### src/rtl/average_window_if.sv
// Sample/threshold inputs and mean/flag outputs of the sliding-window averager.
// The source side uses master, average_window uses slave.
interface average_window_if #(
    parameter int W = 4
) ();
    logic         x_load;
    logic [W-1:0] x;
    logic         x_clr;
    logic [W-1:0] thr;
    logic [W-1:0] y_avg;
    logic         y_valid;
    logic         y;

    modport master (
        output x_load, x, x_clr, thr,
        input  y_avg, y_valid, y
    );

    modport slave (
        input  x_load, x, x_clr, thr,
        output y_avg, y_valid, y
    );
endinterface

### src/rtl/average_window.sv
// Sliding-window mean over the last 2^LOG_DEPTH samples with threshold flag.
// Define AVERAGE_WINDOW_ROUND_EN to round the mean half-up instead of flooring.
module average_window #(
    parameter int W         = 4,
    parameter int LOG_DEPTH = 2
) (
    input  logic             clk,
    input  logic             rst,
    average_window_if.slave  bus
);
    localparam int DEPTH = 1 << LOG_DEPTH;
    localparam int SW    = W + LOG_DEPTH;

    localparam logic [LOG_DEPTH:0]   FULL    = (LOG_DEPTH+1)'(DEPTH);
    localparam logic [LOG_DEPTH:0]   CNT_ONE = (LOG_DEPTH+1)'(1);
    localparam logic [LOG_DEPTH-1:0] PTR_ONE = LOG_DEPTH'(1);

    logic [W-1:0]         ring_q [DEPTH];
    logic [W-1:0]         ring_d [DEPTH];
    logic [SW-1:0]        sum_q, sum_d, sum_next;
    logic [LOG_DEPTH-1:0] wr_ptr_q, wr_ptr_d;
    logic [LOG_DEPTH:0]   count_q, count_d;
    logic [W-1:0]         avg_q, avg_d, avg_next;
    logic                 valid_q, valid_d;
    logic                 y_q, y_d;

    // Evicted slot is still zero while filling, so the subtract is harmless.
    assign sum_next = sum_q + SW'(bus.x) - SW'(ring_q[wr_ptr_q]);

`ifdef AVERAGE_WINDOW_ROUND_EN
    localparam logic [SW:0] HALF = (SW+1)'(DEPTH / 2);

    logic [W:0] avg_wide;

    assign avg_wide = (W+1)'(({1'b0, sum_next} + HALF) >> LOG_DEPTH);
    assign avg_next = avg_wide[W] ? '1 : avg_wide[W-1:0];
`else
    assign avg_next = sum_next[SW-1:LOG_DEPTH];
`endif

    always_comb begin
        ring_d   = ring_q;
        sum_d    = sum_q;
        wr_ptr_d = wr_ptr_q;
        count_d  = count_q;
        avg_d    = avg_q;
        valid_d  = valid_q;
        y_d      = y_q;
        if (bus.x_clr) begin
            for (int i = 0; i < DEPTH; i++) begin
                ring_d[i] = '0;
            end
            sum_d    = '0;
            wr_ptr_d = '0;
            count_d  = '0;
            avg_d    = '0;
            valid_d  = 1'b0;
            y_d      = 1'b0;
        end else if (bus.x_load) begin
            ring_d[wr_ptr_q] = bus.x;
            sum_d    = sum_next;
            wr_ptr_d = wr_ptr_q + PTR_ONE;
            count_d  = (count_q == FULL) ? count_q : count_q + CNT_ONE;
            avg_d    = avg_next;
            valid_d  = (count_d == FULL);
            y_d      = (avg_next >= bus.thr);
        end
    end

    always_ff @(posedge clk) begin
        if (rst) begin
            ring_q   <= '{default: '0};
            sum_q    <= '0;
            wr_ptr_q <= '0;
            count_q  <= '0;
            avg_q    <= '0;
            valid_q  <= 1'b0;
            y_q      <= 1'b0;
        end else begin
            ring_q   <= ring_d;
            sum_q    <= sum_d;
            wr_ptr_q <= wr_ptr_d;
            count_q  <= count_d;
            avg_q    <= avg_d;
            valid_q  <= valid_d;
            y_q      <= y_d;
        end
    end

    assign bus.y_avg   = avg_q;
    assign bus.y_valid = valid_q;
    assign bus.y       = y_q;
endmodule

### src/flat_wrapper.sv
// flat-port wrapper written by rule: the top's interface ports become plain ports
module average_window_flat 
#(
    parameter int W         = 4,
    parameter int LOG_DEPTH = 2
)
  (clk, rst, bus_x_load, bus_x, bus_x_clr, bus_thr, bus_y_avg, bus_y_valid, bus_y);
  average_window_if #(.W(W)) bus_i ();
  input  logic clk;
  input  logic rst;
  input wire logic [$bits(bus_i.x_load)-1:0] bus_x_load;
  input wire logic [$bits(bus_i.x)-1:0] bus_x;
  input wire logic [$bits(bus_i.x_clr)-1:0] bus_x_clr;
  input wire logic [$bits(bus_i.thr)-1:0] bus_thr;
  output wire logic [$bits(bus_i.y_avg)-1:0] bus_y_avg;
  output wire logic [$bits(bus_i.y_valid)-1:0] bus_y_valid;
  output wire logic [$bits(bus_i.y)-1:0] bus_y;
  assign bus_i.x_load = bus_x_load;
  assign bus_i.x = bus_x;
  assign bus_i.x_clr = bus_x_clr;
  assign bus_i.thr = bus_thr;
  assign bus_y_avg = bus_i.y_avg;
  assign bus_y_valid = bus_i.y_valid;
  assign bus_y = bus_i.y;
  average_window #(.W(W), .LOG_DEPTH(LOG_DEPTH)) u_core (.clk(clk), .rst(rst), .bus(bus_i));
endmodule
### config.mk
export PLATFORM = sky130hd
export DESIGN_NAME = average_window_flat
export DESIGN_NICKNAME = d
export VERILOG_FILES = /design/src/rtl/average_window_if.sv /design/src/rtl/average_window.sv /design/src/flat_wrapper.sv
export SDC_FILE = /design/constraint.sdc
export NUM_CORES = 1
export LEC_CHECK = 0
export ABC_AREA = 1
export CAP_MARGIN = 20
export CORE_AREA = 5 5 73 75
export DETAILED_ROUTE_END_ITERATION = 8
export DIE_AREA = 0 0 78 80
export PLACE_DENSITY = 0.56
export SLEW_MARGIN = 20
export SYNTH_ARGS = -nofsm -noshare
export SYNTH_HDL_FRONTEND = slang
export SYNTH_SLANG_ARGS = --single-unit
### constraint.sdc
create_clock -name clk -period 3.35 [get_ports clk]
set_input_delay 0.8375 -clock clk [delete_from_list [all_inputs] [get_ports clk]]
set_output_delay 0.8375 -clock clk [all_outputs]
set_load 0.01 [all_outputs]
---- Word-level counts from Yosys, hierarchy flattened ----
Index checks and enable logic that the tools add are counted.
storage, ports and cells
  register bits after elaboration ......... 33
  output and inout bits ................... 6
operators by class
  add/subtract/negate cells ............... 4
  $lt $le $gt $ge ......................... 3
  equal/unequal tests ..................... 2
  multiplexer cells ....................... 7
  bitwise gates (word level) .............. 1
  reduce and logical (&&, ||, !) cells .... 2
operators with widths
  cell                   count
  $bwmux W16             1
  $mux W4                3
  $bmux W4 S2            1
  $demux W4 S2           1
  $add A6 B4 Y6          1
  $eq A3 B3 Y1 const B   2
  $sub A6 B4 Y6          1
  $ge A4 B4 Y1           1
  $add A3 B1 Y3 const B  1
  $ge A3 B3 Y1 const B   1
  $lt A3 B1 Y1 const B   1
  $mux W3                1
  $not A2 Y3             1
  $add A2 B1 Y2 const B  1
  $reduce_or A2 Y1       1
  $logic_and A1 B1 Y1    1

---- Depth between registers and ports, before layout ----
  depth in word-level cells ............... 6
  depth in mapped cells ................... 20

---- Worst setup path before layout ----
Ideal clock, no wire load.
  path type ............................... input port to flip-flop
  start ................................... input port bus_x[1]
  end ..................................... register u_core.y_q (netlist: u_core.bus.y)
  data arrival time ....................... 2,796 ps
  data required time ...................... 3,234 ps
  setup slack ............................. 439 ps
  stages .................................. 17
  cell sequence ........................... inv_1 fa_1 inv_1 ha_1 nand2_1 nand2_1 nand3_1 nand2_1 nand2_1 nand2_1 ha_1 nand2_1 inv_1 o21ai_0 nand3_1 nand2_1 a21oi_1
between the ends
  cells in the longest elaborated chain, start to end .. 3
RTL lines
  item                          line                  RTL
  start, declared               flat_wrapper.sv:12    input wire logic [$bits(bus_i.x)-1:0] bus_x;
  $add A6 B4 Y6                 average_window.sv:28  assign sum_next = sum_q + SW'(bus.x) - SW'(ring_q[wr_ptr_q]);
  $sub A6 B4 Y6                 average_window.sv:28
  named net u_core.sum_next[5]  average_window.sv:20  logic [SW-1:0] sum_q, sum_d, sum_next;
  $ge A4 B4 Y1                  average_window.sv:66  y_d = (avg_next >= bus.thr);
  end signal, assigned          average_window.sv:86  y_q <= y_d;
  end, declared                 average_window.sv:25  logic y_q, y_d;
The timed path passes the listed nets, and every way through them passes these cells.
A chain may end at the register's enable or synchronous reset.

---- Worst setup path in the final report ----
Same ends and word-level chain as after synthesis.

==> key figures <==
Status
  • Status: finished, final reports clean

Floorplanning
  • # IOs: 18
  • Die extent in x: 78 um
  • Die footprint: ~6200 um^2
  • # rows: 25
  • Core area: 4600 um^2
  • Starting density of the core: just under 40%
  • Die Ht: approximately 80 um

Global route
  • All-layer global routing usage: 12.7%
  • Gr ovfl total: 0
  • Vias in the first global route: around 1400
  • Antenna violations before repair: 0
  • First-pass GRT wire length: just over 6000 um
  • Largest net degree at the start of global routing: 30

Timing
  • Final count of negative-setup-slack endpoints: 0
  • Actual slew at the worst max-slew pin: between 0.5 and 0.6 ns
  • Final setup skew: 0.00929 ns
  • Hold violation total from the final report: 0
  • Minimum clock period: ~3.2 ns
  • Tcrit/Tclk final: 95.7%
  • Total negative slack: 0 ns
  • Final Max Tran Viols: 0
  • Fmax: about 0.31 GHz
  • Slew headroom: 63.0%
  • Final setup margin: 0.145 ns

Final layout
  • Most frequent cells in the layout: 42 x inv_1, 35 x nand2_1, 30 x nor2_1
  • Ant diodes: 0
  • Nets: roughly 290
  • Layout area overhead: 21.7%
  • Reg area: 581 um^2
  • Fill cells: ~500
  • Multi-input logic area: 951 um^2
  • Layout cells sized above 1: between 10% and 20%
  • Most common cell after layout, fill and taps aside: inv_1

Worst setup path
  • Critical Path Sink Type: flip-flop
  • Critical Path AT: roughly 3.4 ns
  • Crit start category: primary input
  • Worst r2r src: u_core.wr_ptr_q[1]$_SDFFE_PP0P_
  • Setup crit start: bus_x[1]
  • Kind of critical path: primary input to flip-flop
  • CP required: between 3 and 4 ns
  • Crit Path Max Fanout: 2
  • Max stage delay on crit path: around 0.5 ns
  • Worst Path Buf+Inv: 3
  • Top delay family on crit path: adder cells
  • Slowest CP cell: fa_1
  • Critical Path, Cell by Cell: clkdlybuf4s50_1 -> inv_1 -> fa_1 -> fa_1 -> nand3b_1 -> nand3_1 -> nand2_1 -> ha_1 -> nand2_1 -> inv_1 -> o21ai_1 -> nand3_1 -> nand2_1 -> a21oi_1
  • Cell mode on critical path: nand2_1

Routing
  • DRT Pass-1 Iters: 4
  • Drt initial violations: between 40 and 50
  • Antenna viol nets, final: 0
  • Routed WL per cell: approximately 12 um
  • Routed via count: 1451
  • Vias/cell: 4.62
  • WL final: 3760 um
  • Drt drc: 0

Place
  • HPWL after DPL: ~2600 um
  • RePlAce Congestion: 0.741
  • I/O Buffers: 17
  • Pre-CTS setup slack: -0.179 ns

Yosys
  • Register bit total from synthesis: 29
  • Synthesized area: about 1800 um^2
  • Sequential area share after synthesis: 32.8%
  • Synthesized Nets: 266
  • Post-synth top area cell: dfxtp_1
  • Netlist cell types: 24
  • Area fraction of the dominant cell type after synthesis: 32.8%
  • Synth Area per Inst: roughly 7.6 um^2
  • Main area contributors after synthesis: dfxtp_1 33%, ha_1 11%, inv_1 8.9%, nand2_1 7.8%, nor2_1 6.4%
  • Yosys warning count: 0
  • Cells after Synth: 234

CTS
  • Maximum buffer depth of the clock tree: 2
  • CTS sink cnt: 29
  • Hold-fix buffers, CTS: 0
  • Postcts setup bufs: 0
  • Clock transition at path regs: 0.06 ns
  • Clk_lat worst skew: 0.28 ns
  • CTS Buf Count: 5
  • Max H-tree Level: 2
  • Root buffer cell: clkbuf_8
  • CTS tree: built

Power
  • Sw frac: 28.0%
  • Clock power frac: 39.7%
  • Sequential share of power: 33.3%
  • Peak VDD IR: ~0.22 mV
  • Int Power: between 700 and 800 uW
  • Net switching power: 306 uW
  • Combinational fraction of design power: ~27%
  • Static Leakage: slightly above 0.001 uW
  • PwrDens: 507 nW/um^2

Min path
  • Hold/Removal Path Class: flip-flop to flip-flop
  • Min-delay src: u_core.bus.y_valid$_SDFFE_PP0P_

Job
  • Max-cap viol count: 0
==> timing repair <==
action,in CTS,in global routing
endpoints found under the setup margin,0,1
hold endpoints to repair,0,0
gates resized for setup,0,6
==> metrics by stage <==
step / cell area [um^2] / total power (uW) / cells / utilization, % / hold WS, ns
after floorplan: 1770 / 566 / 234 / - / 0.439
after global placement: 2000 / 655 / 306 / 43.4 / 0.458
after detailed placement: 2000 / 654 / 306 / 43.4 / 0.456
after CTS: 2130 / 1090 / 314 / 46.3 / 0.467
after global routing: 2160 / 1170 / 314 / 46.9 / 0.480
final: 2160 / 1090 / 314 / 46.9 / 0.465
==> power by group through the flow <==
stage	combinational [uW]	clock [uW]	sequential, uW
CTS	285	446	363
global placement	284	0	371
finish	296	434	364
detailed placement	283	0	371
global route	345	461	365
floorplan	196	0	370
==> sequential cells by signal (all words and copies together) (netlist names) <==
register            flops
u_core.count_q          3
u_core.ring_q          16
u_core.wr_ptr_q         2
u_core.sum_q            2
u_core.bus.y            1
u_core.bus.y_valid      1
u_core.bus.y_avg        4
==> final cells by class <==
| class | count | area share [%] |
|---|---|---|
| multi-input cells | 151 | 44.1 |
| well taps | 54 | 3.13 |
| clock buffers | 5 | 3.19 |
| flip-flops and latches | 29 | 26.9 |
| repair buffers | 28 | 11.7 |
| inverters | 44 | 7.89 |
| clock inverters | 3 | 3.02 |
==> Yosys cell counts, drive strengths merged <==
master,number
o21ai,13
clkinv,2
clkbuf,1
xnor2,2
a211oi,15
o22ai,4
buf,9
a21oi,17
nor2,31
or2,1
dfxtp,29
xor2,1
nand3b,1
nand2,38
nand3,8
inv,42
ha,16
fa,4
==> cells by family after synthesis <==
family          synth area share [%]
xor+xnor                        1.48
flops                           32.8
simple gates                    18.1
compound gates                  17.0
fa+ha+maj                       15.8
buf+inv                         14.8
==> final timing paths <==
kind	endpoint	slack [ns]	cells after the start
setup / recovery	u_core.bus.y$_SDFFE_PP0P_	0.15	14
hold / removal	u_core.bus.y_valid$_SDFFE_PP0P_	0.46	2
setup reg to reg	u_core.bus.y$_SDFFE_PP0P_	0.31	15
hold reg to reg	u_core.bus.y_valid$_SDFFE_PP0P_	0.46	2
==> worst register-to-register path, delay by kind of cell, from the launching register on <==
| family | cells | cell delay [ns] |
|---|---|---|
| adders and majority gates | 3 | 1.23 |
| and+or+nand+nor | 6 | 0.57 |
| DFF | 1 | 0.38 |
| buffers and inverters | 2 | 0.28 |
| AOI/OAI and AO/OA | 4 | 0.46 |
==> per-layer routing <==
metal / global-route usage, % / routed length [um] / vias up
li1: - / - / 790
met1: 16.4 / 1870 / 633
met2: 19.6 / 1670 / 18
met3: 2.93 / 106 / 10
met4: 6.59 / 110 / 0
met5: 0 / 0 / -
No activity file was read; power rests on OpenSTA's default activity.
